===== src/rtl/fc_ifm_feeder.sv =====
// Streams IFM_SIZE words from a source memory with one-cycle read latency
// to a ready/valid consumer through a 4-entry skid FIFO.
module fc_ifm_feeder #(
   parameter int IFM_SIZE   = 9162,
   parameter int DATA_WIDTH = 32,
   parameter int ADDR_WIDTH = 16
) (
   input  logic                  clk1,
   input  logic                  rst,
   input  logic                  start,
   input  logic [ADDR_WIDTH-1:0] base_addr,
   output logic                  mem_rd_en,
   output logic [ADDR_WIDTH-1:0] mem_addr,
   input  logic [DATA_WIDTH-1:0] mem_rd_data,
   output logic                  valid_ifm,
   output logic [DATA_WIDTH-1:0] ifm_data,
   input  logic                  ifm_ready,
   output logic                  busy,
   output logic                  done,
   output logic [31:0]           counter_sent
);

   localparam int FIFO_DEPTH = 4;
   localparam int PTR_W      = 2;
   localparam int CNT_W      = 3;
   localparam int IDX_W      = $clog2(IFM_SIZE + 1);

   typedef enum logic [1:0] {IDLE, FETCH, DRAIN, DONE} state_e;

   state_e                  state_q;
   logic [ADDR_WIDTH-1:0]   base_q;
   logic [IDX_W-1:0]        rd_idx_q;
   logic                    inflight_q;
   logic [DATA_WIDTH-1:0]   fifo_q [FIFO_DEPTH];
   logic [PTR_W-1:0]        wr_ptr_q;
   logic [PTR_W-1:0]        rd_ptr_q;
   logic [CNT_W-1:0]        count_q;
   logic [CNT_W-1:0]        count_d;
   logic [31:0]             sent_q;
   logic                    busy_q;
   logic                    done_q;

   logic rd_en;
   logic fifo_wr;
   logic xfer;
   logic last_rd;
   logic last_xfer;

   // A read is only issued if the returning word is guaranteed a FIFO slot.
   assign rd_en     = (state_q == FETCH) && (rd_idx_q < IDX_W'(IFM_SIZE))
                      && ((count_q + CNT_W'(inflight_q)) < CNT_W'(FIFO_DEPTH));
   assign fifo_wr   = inflight_q;
   assign valid_ifm = (count_q != '0);
   assign xfer      = valid_ifm && ifm_ready;
   assign last_rd   = rd_en && (rd_idx_q == IDX_W'(IFM_SIZE - 1));
   assign last_xfer = xfer && (sent_q == 32'(IFM_SIZE - 1));

   // NOTE: every variable assigned in always_comb gets a default first, so no latch is inferred.
   always_comb begin
      count_d = count_q;
      if (fifo_wr && !xfer) begin
         count_d = count_q + CNT_W'(1);
      end else if (!fifo_wr && xfer) begin
         count_d = count_q - CNT_W'(1);
      end
   end

   // NOTE: FIFO storage has no reset; the count gates validity and ifm_data is masked when empty.
   always_ff @(posedge clk1) begin
      if (fifo_wr) begin
         fifo_q[wr_ptr_q] <= mem_rd_data;
      end
   end

   // NOTE: non-blocking assignments only; a later assignment in the case overrides the per-cycle updates above it.
   always_ff @(posedge clk1) begin
      if (rst) begin
         state_q    <= IDLE;
         base_q     <= '0;
         rd_idx_q   <= '0;
         inflight_q <= 1'b0;
         wr_ptr_q   <= '0;
         rd_ptr_q   <= '0;
         count_q    <= '0;
         sent_q     <= '0;
         busy_q     <= 1'b0;
         done_q     <= 1'b0;
      end else begin
         inflight_q <= rd_en;
         count_q    <= count_d;
         done_q     <= 1'b0;
         if (rd_en) begin
            rd_idx_q <= rd_idx_q + IDX_W'(1);
         end
         if (fifo_wr) begin
            wr_ptr_q <= wr_ptr_q + PTR_W'(1);
         end
         if (xfer) begin
            rd_ptr_q <= rd_ptr_q + PTR_W'(1);
            sent_q   <= sent_q + 32'd1;
         end
         case (state_q)
            IDLE: begin
               if (start) begin
                  state_q    <= FETCH;
                  base_q     <= base_addr;
                  rd_idx_q   <= '0;
                  inflight_q <= 1'b0;
                  wr_ptr_q   <= '0;
                  rd_ptr_q   <= '0;
                  count_q    <= '0;
                  sent_q     <= '0;
                  busy_q     <= 1'b1;
               end
            end
            FETCH: begin
               if (last_rd) begin
                  state_q <= DRAIN;
               end
            end
            DRAIN: begin
               if (last_xfer) begin
                  state_q <= DONE;
                  busy_q  <= 1'b0;
                  done_q  <= 1'b1;
               end
            end
            DONE: begin
               state_q <= IDLE;
            end
            default: begin
               state_q <= IDLE;
            end
         endcase
      end
   end

   assign mem_rd_en    = rd_en;
   assign mem_addr     = base_q + ADDR_WIDTH'(rd_idx_q);
   assign ifm_data     = valid_ifm ? fifo_q[rd_ptr_q] : '0;
   assign busy         = busy_q;
   assign done         = done_q;
   assign counter_sent = sent_q;

endmodule


===== config.mk =====
export PLATFORM = sky130hd
export DESIGN_NAME = fc_ifm_feeder
export DESIGN_NICKNAME = d
export VERILOG_FILES = /design/src/rtl/fc_ifm_feeder.sv
export SDC_FILE = /design/constraint.sdc
export NUM_CORES = 1
export LEC_CHECK = 0
export ABC_CLOCK_PERIOD_IN_PS = 2300
export BUFFER_PORTS_ARGS = -buffer_cell sky130_fd_sc_hd__buf_2
export CAP_MARGIN = 30
export CORE_MARGIN = 2
export CORE_UTILIZATION = 45
export CTS_CLUSTER_DIAMETER = 30
export DETAILED_ROUTE_END_ITERATION = 6
export PLACE_DENSITY_LB_ADDON = 0.3
export SKIP_CTS_REPAIR_TIMING = 1
export SLEW_MARGIN = 20
export SYNTH_ARGS = -nofsm -noshare
export SYNTH_HDL_FRONTEND = slang
export SYNTH_SLANG_ARGS = --single-unit

===== constraint.sdc =====
create_clock -name clk1 -period 2.3 [get_ports clk1]
set_input_delay 0.115 -clock clk1 [delete_from_list [all_inputs] [get_ports clk1]]
set_output_delay 0.115 -clock clk1 [all_outputs]
set_load 0.1 [all_outputs]

After elaboration in Yosys (flattened, before gate mapping) --
Memories as Yosys holds them, arrays and structs flattened. A register that Yosys moved wholly into a read port is not among the register bits. Cells that the tools add are included.
Operators by class: add/sub/neg operators 8, magnitude comparators 2, equal/unequal tests 8, mux-type cells 30, bitwise operators 1, reduce and logical (&&, ||, !) cells 16
Operators by type and width (number):
- 32-bit 2-to-1 mux | 4
- 14-bit 2-to-1 mux | 3
- 32-bit by 1-bit adder with 32-bit output, second input constant | 1
- 32-bit by 14-bit equality test with 1-bit output, second input constant | 1
- 2-bit 2-to-1 mux | 10
- 16-bit by 14-bit adder with 16-bit output | 1
- 14-bit by 1-bit adder with 14-bit output, second input constant | 1
- 14-bit equality test, second input constant | 1
- 14-bit less-than comparator, second input constant | 1
- 3-bit 2-to-1 mux | 4
- 2-bit one-hot mux with 4 select lines | 1
- 1-bit logical AND | 7
- 1-bit 2-to-1 mux | 7
- 2-bit inequality test, second input constant | 3
- 3-bit AND reduction | 2
- 2-bit by 1-bit adder with 2-bit output, second input constant | 2
- 2-bit equality test, second input constant | 2
- 3-bit by 1-bit adder with 3-bit output | 1
- 3-bit by 1-bit adder with 3-bit output, second input constant | 1
- 3-bit less-than comparator, second input constant | 1
- 3-bit nonzero test | 1
- 3-bit by 1-bit subtractor with 3-bit output, second input constant | 1
- 2-bit by 1-bit equality test with 1-bit output, second input constant | 1
- 1-bit logical NOT | 2
- 6 further kinds | 6
Word-level totals: flip-flop bits (word level) 74, memory bits (writable) 128, memories 1
Memories:
- fifo_q | words 4, width 32, rd ports 1, clocked after Yosys merged registers in 1, write ports 1, RTL line 34 | logic [DATA_WIDTH-1:0] fifo_q [FIFO_DEPTH];

Longest topological paths before layout --
word-level depth 7, depth in mapped cells 9, mapped depth without buffers 9

Least setup slack after synthesis --
No wires, ideal clock.
path type reg-to-output, start point register rd_idx_q[0], end point output port mem_addr[10], data arrival time 3.203 ns, data required time 2.185 ns, setup slack -1.018 ns, stages on the path, launching flop included 9, buffers on the path 0, path through dfxtp_1 > ha_1 > inv_1 > fa_1 > nand2b_1 > a21oi_1 > o211ai_1 > nor2b_1 > xnor2_1
On the way: longest elaborated chain between the ends 1
Ends and longest elaborated chain:
- start, declared | RTL line 32 | logic [IDX_W-1:0] rd_idx_q;
- start signal, assigned | RTL line 93 | rd_idx_q <= rd_idx_q + IDX_W'(1);
- 16-bit by 14-bit adder with 16-bit output | RTL line 139 | assign mem_addr = base_q + ADDR_WIDTH'(rd_idx_q);
- end, declared | RTL line 13 | output logic [ADDR_WIDTH-1:0] mem_addr,
Every way passes these cells.

Final worst setup path --
start point register base_q[0], end point output port mem_addr[14]
On the way: longest elaborated chain between the ends 1
Ends and longest elaborated chain:
- start, declared | RTL line 31 | logic [ADDR_WIDTH-1:0] base_q;
- start signal, assigned | RTL line 106 | base_q <= base_addr;
- 16-bit by 14-bit adder with 16-bit output | RTL line 139
Every way passes these cells.

==> metrics.cfg <==
[power_and_ir_drop]
power.density_nw_per_um2=1240
p_leak_nw=5.11
irDropWorstVdd_mv=1.04

[clock_network]
clock_latency_ps=510
cts_sinks=202
clk_pin_slew_ps=50
clock_path_buffers=3
cts_root_buf=clkbuf_16
cts_made_buffers=44
cts_tree=yes
cts_max_level=2

[final_layout]
area_delta_synth_final_pct=49.0
final_util=0.682
antenna_cells=0
instances_no_fill=1247
nets=1028
drive_above_1_share=0.386
finish.instance_area_um2=13200

[detailed_routing]
postRouteAntennaNets=0
vias=6357
finalWirelength_mm=19.9
viasPerCell=5.10
drt_pass1_iterations=6
drc=0
wl_per_cell_um=16.0
drt-initial-drc-count=258

[min_path]
hp-start=rst
hp-class=in2reg
min_delay_path_depth=3
holdPathEnd=state_q[0]

[timing]
period_share=1.28
tightestPinTransition_ps=671
slew_violations=0
setup_ws_ps=-644
grt_setup_unrepaired=yes
slew_headroom=0.552
period_minus_slack_ps=2940
fmax_mhz=340
hold_violations=0
fin_worst_skew_ps=20.2
finalSetupViolCount=10

[setup_path]
rr_worst_depth=8
crit_chain=ha_4, inv_2, fa_2, nand2b_4, a21oi_4, o211ai_1, a221oi_2, nor4_1, a311o_2, buf_12
end_kind=output port
required_ps=2180
timing.rr.end=counter_sent[22]
reg2reg_slack_ps=270
cp_slowest_cell=dfxtp_2
max_stage_delay_ps=350
path_class=reg2out
worstReg2RegStart=count_q[0]
cp_max_fo=3
arrival_ps=2830
critPathLaunchType=register

[synthesis]
synthTopCellsByArea=edfxtp_1 43%, dfxtp_1 17%, mux4_2 8.1%
synth_area_per_cell_um2=12.8
synth_seq_cells=202
postSynthCellCount=694
synth.top_cell.area_share=0.433
ys.warnings.count=0
ys.flop_type=edfxtp_1
ys_seq_area_frac=0.600
yosys.area.top_type=edfxtp_1
synth_cell_type_count=54
synth_edf_count=128
syn_area_um2=8880
async_reset_ff_frac=0
syn-num-nets=775

[status]
failed_checks=setup timing
status=complete, but fails checks

[place]
dp_slack_ps=-284
dpl.hpwl_mm=12.3
routabilityCongestion=0.798
placed_area_um2=11100
place.port_buffers=135
dp.cells=1116

[global_route]
grt_overflow=0
top_usage_layer=met2
use_met1=0.225
use_met3=0.0490
use_met2=0.315
grt_pass1_vias=6211
grt_pass1_wl_mm=30.1
antenna_found_initial=0
grt_usage=0.182
grt_max_degree=35

[die]
initial_core_util=0.458
core_um2=19400
dieArea_um2=20900
io_pins=136
rows=51
die_w_um=144
die_h_um=144

[job]
cap_violations=0

per-stage QoR:
step | TNS, ps | hold slack [ps] | total power [W]
floorplan | -1070 | 214 | 0.00821
global placement | -533 | 331 | 0.0102
detailed placement | -608 | 331 | 0.0103
CTS | -7940 | -203 | 0.0163
global route | -4560 | 75.0 | 0.0170
finish | -3390 | 73.6 | 0.0163
metal layers:
layer / vias to the layer above / wire, um / share of wire
met1: 3099 / 8450 / 0.42
met5: - / 0 / 0
li1: 3067 / - / -
met3: 35 / 1000 / 0.050
met4: 0 / 337 / 0.017
met2: 156 / 10100 / 0.51
how the worst max path moves through the flow:
| stage | slack [ps] | from | endpoint |
|---|---|---|---|
| floorplan | -370 | rd_idx_q[0] | mem_addr[10] |
| global placement | -250 | base_q[0] | mem_addr[14] |
| detailed placement | -280 | base_q[0] | mem_addr[14] |
| CTS | -830 | base_q[0] | mem_addr[14] |
| global route | -740 | base_q[0] | mem_addr[14] |
| finish | -640 | base_q[0] | mem_addr[14] |
cell usage after synthesis, types with 3 or more instances:
master    instances
a211oi_1          3
a21o_1            3
a21oi_1          33
and2_1           44
and3_1           10
and4_1            3
buf_2             6
clkbuf_1         21
dfxtp_1          74
edfxtp_1        128
ha_1             28
inv_1            18
mux4_2           32
nand2_1          59
nand2b_1          6
nand3_1          17
nand4_1          18
nor2_1           70
nor3_1            4
nor4_1            5
o211ai_1          3
o21ai_0           9
or3_1             3
xnor2_1          20
xor2_1           41
final cells by class:
type	count	area [um2]
inverter	19	73.8
timing repair buffer	235	2290
clock buffer	48	1130
tap	265	332
fill	1376	6170
sequential	202	5350
clock inverter	33	324
multi-input combinational	445	3730
where the power goes:
part / switching, W / internal (W) / leakage [nW]
registers: 0.000119 / 0.00408 / 1.76
logic: 0.00398 / 0.00216 / 2.64
clock network: 0.00199 / 0.00401 / 0.709
critical path, delay by kind of cell (launching register included):
kind / cells / cell delay [ps]
and+or+nand+nor: 2 / 260
adders and majority gates: 2 / 470
buffers and inverters: 2 / 210
AOI/OAI and AO/OA: 4 / 1030
DFF: 1 / 350
state kept, by name, summed over array words and instances (netlist names):
signal        flops
done              1
rd_ptr_q          2
count_q           3
busy              1
fifo_q          128
fifo_wr           1
rd_idx_q         14
base_q           16
wr_ptr_q          2
counter_sent     32
state_q           2
cells in the final DEF, fill, tap and decap left out, types with 7 or more instances in the layout:
master and count:
a21oi_1 28, and2_1 30, and2_2 14, and3_1 10
buf_12 49, buf_2 88, buf_4 46, clkbuf_16 44
clkinv_2 10, dfxtp_1 54, dfxtp_2 20, dlygate4sd3_1 48
edfxtp_1 128, ha_1 23, inv_1 17, mux4_2 32
nand2_1 59, nand3_1 17, nand4_1 18, nor2_1 68
o21ai_0 7, xnor2_1 10, xor2_1 38
cell families after synthesis:
kind of cell	share of synthesized area
flops	0.600
compound gates	0.0490
xor+xnor	0.0602
mux	0.0834
fa+ha+maj	0.0417
buf+inv	0.0213
simple gates	0.145
(Power assumes the default switching activity.)
